`src/rtl/fetch_decode.sv`:
```
// fetch_decode: front end of the 16-bit LC-3-style core.
// Fetches one instruction word from imem at IP, decodes it into the field
// bundle consumed by execute, then waits for the resolved next_IP.
// Exactly one instruction is in flight and there is no prefetch.
// Optional feature macro: ILLEGAL_OP_EN. When it is defined, opcode 4'b1101
// sets a sticky illegal_op flag and parks the core until reset. When it is
// not defined, that opcode is issued as an all-zero NOP bundle.
// The instruction class output is named inst_type because "type" is a
// SystemVerilog keyword.

module fetch_decode #(
  parameter logic [15:0] RESET_IP = 16'h3000
) (
  input  logic        clk,
  input  logic        rst_n,
  output logic        imem_req,
  output logic [15:0] imem_addr,
  input  logic        imem_ack,
  input  logic [15:0] imem_rdata,
  output logic        dec_valid,
  input  logic        exe_ready,
  output logic [15:0] inst,
  output logic [4:0]  inst_type,
  output logic [2:0]  SR1,
  output logic [2:0]  SR2,
  output logic [2:0]  DR,
  output logic [15:0] imm,
  output logic [15:0] IP,
  input  logic [15:0] next_IP,
  input  logic        next_IP_valid
`ifdef ILLEGAL_OP_EN
  ,output logic       illegal_op
`endif
);

  typedef enum logic [2:0] {
    S_FETCH,
    S_WAIT_MEM,
    S_DECODE,
    S_ISSUE,
    S_WAIT_NEXT,
    S_HALT
  } state_e;

  typedef enum logic [3:0] {
    OP_BR   = 4'h0,
    OP_ADD  = 4'h1,
    OP_LD   = 4'h2,
    OP_ST   = 4'h3,
    OP_JSR  = 4'h4,
    OP_AND  = 4'h5,
    OP_LDR  = 4'h6,
    OP_STR  = 4'h7,
    OP_RTI  = 4'h8,
    OP_NOT  = 4'h9,
    OP_LDI  = 4'hA,
    OP_STI  = 4'hB,
    OP_JMP  = 4'hC,
    OP_RES  = 4'hD,
    OP_LEA  = 4'hE,
    OP_TRAP = 4'hF
  } opcode_e;

  state_e      state;
  state_e      state_n;
  logic [15:0] fetch_word;
  opcode_e     op;

  logic        capture;
  logic        load_dec;
  logic        load_ip;

  logic [15:0] d_inst;
  logic [4:0]  d_type;
  logic        d_mode;
  logic [2:0]  d_sr1;
  logic [2:0]  d_sr2;
  logic [2:0]  d_dr;
  logic [15:0] d_imm;
`ifdef ILLEGAL_OP_EN
  logic        d_illegal;
`endif

  assign op        = opcode_e'(fetch_word[15:12]);
  assign imem_addr = IP;

  // Field extraction from the captured instruction word.
  always_comb begin
    d_inst = fetch_word;
    d_mode = 1'b0;
    d_sr1  = '0;
    d_sr2  = '0;
    d_dr   = fetch_word[11:9];
    d_imm  = '0;
    d_type = '0;
`ifdef ILLEGAL_OP_EN
    d_illegal = 1'b0;
`endif
    case (op)
      OP_ADD, OP_AND: begin
        d_mode = fetch_word[5];
        d_sr1  = fetch_word[8:6];
        if (!fetch_word[5]) d_sr2 = fetch_word[2:0];
        d_imm  = {{11{fetch_word[4]}}, fetch_word[4:0]};
      end
      OP_BR, OP_LD, OP_LDI, OP_LEA: begin
        d_imm = {{7{fetch_word[8]}}, fetch_word[8:0]};
      end
      OP_ST, OP_STI: begin
        d_sr2 = fetch_word[11:9];
        d_imm = {{7{fetch_word[8]}}, fetch_word[8:0]};
      end
      OP_JSR: begin
        d_mode = fetch_word[11];
        if (fetch_word[11]) d_imm = {{5{fetch_word[10]}}, fetch_word[10:0]};
        else                d_sr1 = fetch_word[8:6];
      end
      OP_LDR: begin
        d_sr1 = fetch_word[8:6];
        d_imm = {{10{fetch_word[5]}}, fetch_word[5:0]};
      end
      OP_STR: begin
        d_sr1 = fetch_word[8:6];
        d_sr2 = fetch_word[11:9];
        d_imm = {{10{fetch_word[5]}}, fetch_word[5:0]};
      end
      OP_NOT, OP_JMP: begin
        d_sr1 = fetch_word[8:6];
      end
      OP_TRAP: begin
        d_imm = {8'h00, fetch_word[7:0]};
      end
      OP_RES: begin
`ifdef ILLEGAL_OP_EN
        d_illegal = 1'b1;
`else
        d_inst = '0;
        d_dr   = '0;
`endif
      end
      OP_RTI: ;
      default: ;
    endcase
    // Built from d_inst so the NOP substitution also clears the opcode bits.
    d_type = {d_mode, d_inst[15:12]};
`ifdef ILLEGAL_OP_EN
    if (d_illegal) d_type = '1;
`endif
  end

  // Next-state and handshake outputs of the fetch/issue sequencer.
  always_comb begin
    state_n   = state;
    imem_req  = 1'b0;
    dec_valid = 1'b0;
    capture   = 1'b0;
    load_dec  = 1'b0;
    load_ip   = 1'b0;
    case (state)
      S_FETCH: begin
        state_n = S_WAIT_MEM;
      end
      S_WAIT_MEM: begin
        imem_req = 1'b1;
        if (imem_ack) begin
          capture = 1'b1;
          state_n = S_DECODE;
        end
      end
      S_DECODE: begin
        load_dec = 1'b1;
        state_n  = S_ISSUE;
`ifdef ILLEGAL_OP_EN
        if (d_illegal) state_n = S_HALT;
`endif
      end
      S_ISSUE: begin
        dec_valid = 1'b1;
        if (exe_ready) begin
          // A next_IP arriving with the accept skips the WAIT_NEXT bubble.
          if (next_IP_valid) begin
            load_ip = 1'b1;
            state_n = S_WAIT_MEM;
          end else begin
            state_n = S_WAIT_NEXT;
          end
        end
      end
      S_WAIT_NEXT: begin
        if (next_IP_valid) begin
          load_ip = 1'b1;
          state_n = S_WAIT_MEM;
        end
      end
      S_HALT: ;
      default: state_n = S_FETCH;
    endcase
  end

  // State, IP, fetched word and the registered decode bundle.
  always_ff @(posedge clk) begin
    if (!rst_n) begin
      state      <= S_FETCH;
      IP         <= RESET_IP;
      fetch_word <= '0;
      inst       <= '0;
      inst_type  <= '0;
      SR1        <= '0;
      SR2        <= '0;
      DR         <= '0;
      imm        <= '0;
`ifdef ILLEGAL_OP_EN
      illegal_op <= 1'b0;
`endif
    end else begin
      state <= state_n;
      if (capture) fetch_word <= imem_rdata;
      if (load_ip) IP <= next_IP;
      if (load_dec) begin
        inst      <= d_inst;
        inst_type <= d_type;
        SR1       <= d_sr1;
        SR2       <= d_sr2;
        DR        <= d_dr;
        imm       <= d_imm;
      end
`ifdef ILLEGAL_OP_EN
      if (load_dec && d_illegal) illegal_op <= 1'b1;
`endif
    end
  end

endmodule

```
`config.mk`:
```
export PLATFORM = sky130hd
export DESIGN_NAME = fetch_decode
export DESIGN_NICKNAME = d
export VERILOG_FILES = /design/src/rtl/fetch_decode.sv
export SDC_FILE = /design/constraint.sdc
export NUM_CORES = 1
export LEC_CHECK = 0
export CAP_MARGIN = 20
export CELL_PAD_IN_SITES_DETAIL_PLACEMENT = 1
export CELL_PAD_IN_SITES_GLOBAL_PLACEMENT = 1
export CORE_UTILIZATION = 32
export DETAILED_ROUTE_END_ITERATION = 12
export HOLD_SLACK_MARGIN = 0.06
export PLACE_DENSITY_LB_ADDON = 0.1
export SLEW_MARGIN = 10
export SYNTH_ARGS = -nofsm -noshare
export SYNTH_HDL_FRONTEND = slang
export SYNTH_SLANG_ARGS = --single-unit
```
`constraint.sdc`:
```
create_clock -name clk -period 2.2 [get_ports clk]
set_input_delay 0.44 -clock clk [delete_from_list [all_inputs] [get_ports clk]]
set_output_delay 0.44 -clock clk [all_outputs]
set_load 0.01 [all_outputs]
```
Word level (Yosys, flattened, before mapping)
Index checks and enable logic that the tools add are counted.
W data, S select, Z words.
{ "word_totals": {"reg_bits": 81, "in_bits": 37, "output_inout_bits": 80, "wordCells": 62} }
{ "classes": {"n_eq_ne": 22, "n_mux": 22, "bitwise": 1, "n_reduce_logical": 8} }
{ "ops": {"columns": ["op", "count"], "rows": [
  ["$pmux W16 S5", 1],
  ["$mux W16", 2],
  ["$eq A4 B4 Y1 const B", 7],
  ["$mux W3", 7],
  ["$pmux W3 S6", 1],
  ["$eq A4 B3 Y1 const B", 4],
  ["$pmux W3 S2", 2],
  ["$reduce_or A6 Y1", 2],
  ["$eq A4 B2 Y1 const B", 2],
  ["$mux W1", 7],
  ["$eq A3 B2 Y1 const B", 2],
  ["$eq A3 B3 Y1 const B", 2],
  ["$ne A2 B2 Y1 const B", 3],
  ["$eq A4 B1 Y1 const B", 1],
  ["$logic_not A4 Y1", 1],
  ["$pmux W1 S2", 2],
  ["$reduce_and A4 Y1", 1],
  ["$reduce_or A2 Y1", 2],
  ["$eq A3 B1 Y1 const B", 1],
  ["$logic_not A3 Y1", 1],
  ["$reduce_or A3 Y1", 1],
  ["$not A1 Y1", 1]
]} }

Depth between registers and ports, before layout
{ "depth": {"word_depth": 3, "depth_mapped": 7, "depth_no_buf": 4} }

Least setup slack after synthesis
OpenSTA, ideal clock, no wires.
{ "synth_path": {"path_kind": "flip-flop to flip-flop", "startpoint": "register state[0]", "endpoint": "register inst[12]", "setup_ps": 65, "arrival_ps": 1481, "t_required_ps": 2135, "path_slack_ps": 654, "stages_incl_launch_ff": 8, "path_cell_list": "dfxtp_1 > buf_2 > or3b_1 > buf_2 > a31oi_4 > buf_6 > a22oi_1 > nor2b_1"} }
{ "synth_between": {"elab_chain_cells": 2} }
{ "synth_lines": {"columns": ["item", "line", "source"], "rows": [
  ["start, declared", "64", "state_e state;"],
  ["start signal, assigned", "216", "state <= state_n;"],
  ["$eq A3 B2 Y1", "159", "case (state)"],
  ["$mux W1", "159", null],
  ["end signal, assigned", "220", "inst <= d_inst;"],
  ["end, declared", "22", "output logic [15:0] inst,"]
]} }
Every way passes these cells.
A chain may end at the register's enable or synchronous reset.

Worst setup path in the final report
{ "layout_path": {"startpoint": "register state[1]", "endpoint": "output imem_req"} }
{ "layout_between": {"elab_chain_cells": 2} }
{ "layout_lines": {"columns": ["item", "line", "source"], "rows": [
  ["$eq A3 B1 Y1", "159", null],
  ["$mux W1", "159", null],
  ["end, declared", "16", "output logic imem_req,"]
]} }
Every way passes these cells.

==> impl_metrics.yaml <==
global_route:
  grt_max_degree: 80
  antenna_found_initial: 0
  grt_pass1_vias: 2736
  use_met3: 0.0418
  grt_use_met1: 0.234
  grt_overflow: 0
  grtUsageMet2: 0.281
  busiest_layer: "met2"
  grt_first_pass_wirelength_um: 13700
  grt_usage: 0.175
pwr:
  peakVddDrop_mv: 0.245
  powerDensity_nw_per_um2: 635
  power_w: 0.00278
  leakagePower_nw: 1.52
detailed_routing:
  drt-initial-drc-count: 63
  avgViaCountPerCell: 4.81
  routedWlPerCell_um: 14.9
  num_vias: 2776
  first_pass_iters: 4
  drcViolationCount: 0
  antenna_left: 0
  routed_wl_um: 8580
cts:
  cts_buffer_depth: 2
  ctsHoldBuffers: 0
  cts_tree: "yes"
  cts_root_buf: "clkbuf_8"
  insertion_delay_ps: 340
  cts_buffers: 9
  clk_pin_slew_worst_paths_ps: 70
  cts_max_level: 3
  cts_sinks: 69
floorplan:
  dieArea_um2: 10100
  ios: 117
  die_y_um: 100
  fp.dieW_um: 100
  initial_core_util: 0.333
  rows: 35
  core-area_um2: 9280
synth:
  async_flop_share: 0
  synth_top_area_share: 0.447
  synth_edf_count: 0
  synthFlopType: "dfxtp_1"
  synth_seq_area_share: 0.447
  synth.distinct_cells: 37
  yosys.area.top_type: "dfxtp_1"
  yosysMostFrequentCell: "nand2_1"
  ys_top_cells_by_count: "nand2_1 (75), dfxtp_1 (69), buf_4 (29), a21boi_0 (25)"
  netlist_instances: 363
  yosys_warnings: 0
  synthTopCellsByArea: "dfxtp_1 (45%), nand2_1 (9.1%), buf_4 (7.0%), a21boi_0 (6.1%), a22oi_1 (4.1%)"
  syn_area_um2: 3090
  syn_area_per_cell_um2: 8.51
  syn_nets: 400
  ys_ff_latch: 69
setup_path:
  critPathMaxFanout: 12
  crit_chain: "nand2b_1 > nor2_1 > clkdlybuf4s50_1"
  r2r_slack_ps: 410
  r2r_end: "inst[14]"
  cpPeakStageDelay_ps: 550
  r2r_cells: 4
  critPathKind: "reg -> out"
  crit_slowest_cell: "clkdlybuf4s50_1"
  crit_required_ps: 1760
  cp_data_arrival_time_ps: 1590
  cp-start-kind: "register"
  cp-end-kind: "output port"
  r2r-start: "state[2]"
  crit_start: "state[1]"
sta:
  hold_violations: 0
  period_share: 0.922
  rsz0062_at_grt: "no"
  whs_ps: 462
  relSlewSlack: 0.530
  fmax_mhz: 493
  fin_crit_ps: 2030
  slew_viol_final: 0
  fin_setup_tns_ps: 0
  setup_violations: 0
  fin_skew_ps: 7.38
  tightest_slew_ps: 695
run:
  drv_cap: 0
hold_path:
  hold_depth: 2
  hold_class: "reg -> reg"
  hold_path_end: "imm[6]"
  min_from: "imm[6]"
run_status:
  outcome: "finished, final reports clean"
cells_and_area:
  fin_area_um2: 4370
  multi_input_area_um2: 1370
  seq_area_um2: 1380
  antenna_cells: 0
  drive_gt1_frac: 0.0714
  num-fill-cells: 1109
  syn2layout_area_growth_pct: 41.5
  nets: 480
place:
  numPortBuffers: 116
  hpwlAfterDp_um: 6080
  place.gp.congestion: 0.725
  postPlaceCellArea_um2: 4140
==> critical path, delay by kind of cell, from the launching register on <==
family | cells | cell delay [ps]
AND/OR/NAND/NOR | 2 | 320
buffers and inverters | 1 | 550
flip-flops | 1 | 380
==> cell usage in the layout, fill, tap and decap left out, drive strengths merged, types with 4 or more instances in the layout <==
| cell | netlist | layout |
|---|---|---|
| nand2 | 75 | 75 |
| a22oi | 17 | 17 |
| a32oi | 4 | 4 |
| nor3b | 4 | 4 |
| a21oi | 4 | 4 |
| dfxtp | 69 | 69 |
| clkdlybuf4s50 | 0 | 115 |
| clkbuf | 19 | 12 |
| nand3 | 23 | 23 |
| a21boi | 25 | 25 |
| o21ai | 23 | 23 |
| nor2b | 19 | 19 |
| nand2b | 4 | 4 |
| buf | 37 | 10 |
| nor2 | 5 | 5 |
==> through the flow <==
step	util	setup slack (ps)	cells
5_1_grt	0.471	80.3	577
3_5_place_dp	0.446	184	561
4_1_cts	0.471	34.2	577
2_1_floorplan	-	654	363
3_3_place_gp	0.446	251	561
6_report	0.471	172	577
==> how the worst max path moves through the flow <==
stage / slack [ps] / endpoint
3_3_place_gp: 250 / IP[1]
3_5_place_dp: 180 / IP[6]
5_1_grt: 80 / imem_req
6_report: 170 / imem_req
4_1_cts: 30 / imem_req
2_1_floorplan: 650 / inst[12]
==> routing by layer <==
metal,share of wire,vias to the layer above
li1,-,1380
met1,0.49,1320
met2,0.46,70
met3,0.042,6
met4,0.0086,0
met5,0,-
==> final cells by class <==
class,count,area share
clock inverters,4,0.0160
repair buffers,125,0.280
inverters,3,0.00258
flip-flops and latches,69,0.317
multi-input cells,235,0.313
well taps,129,0.0369
clock buffers,12,0.0355
==> kinds of logic (layout without fill, tap and decap cells) <==
group / count (synthesis) / after routing / share of synthesized area
AO/OA/AOI/OAI: 90 / 90 / 0.210
buffers and inverters: 59 / 144 / 0.112
flip-flops: 69 / 69 / 0.447
multiplexers: 3 / 3 / 0.00972
AND/OR/NAND/NOR: 142 / 142 / 0.221
==> report_power, final <==
part	internal [W]	leakage (nW)	switching, W
registers	0.00128	0.559	0.0000462
clock network	0.000697	0.116	0.000462
logic	0.000154	0.847	0.000138
total	0.00213	1.52	0.000647
==> sequential cells by signal, summed over array words and instances, names as in the netlist <==
signal / count
IP: 16
SR1: 3
SR2: 3
fetch_word: 16
imm: 11
inst: 15
inst_type: 2
state: 3
==> timing repair <==
action / in CTS / in global routing
resized for setup: 0 / 2
endpoints found under the setup margin: 0 / 2
buffers inserted: 0 / 0
No activity file was read; power rests on OpenSTA's default activity.
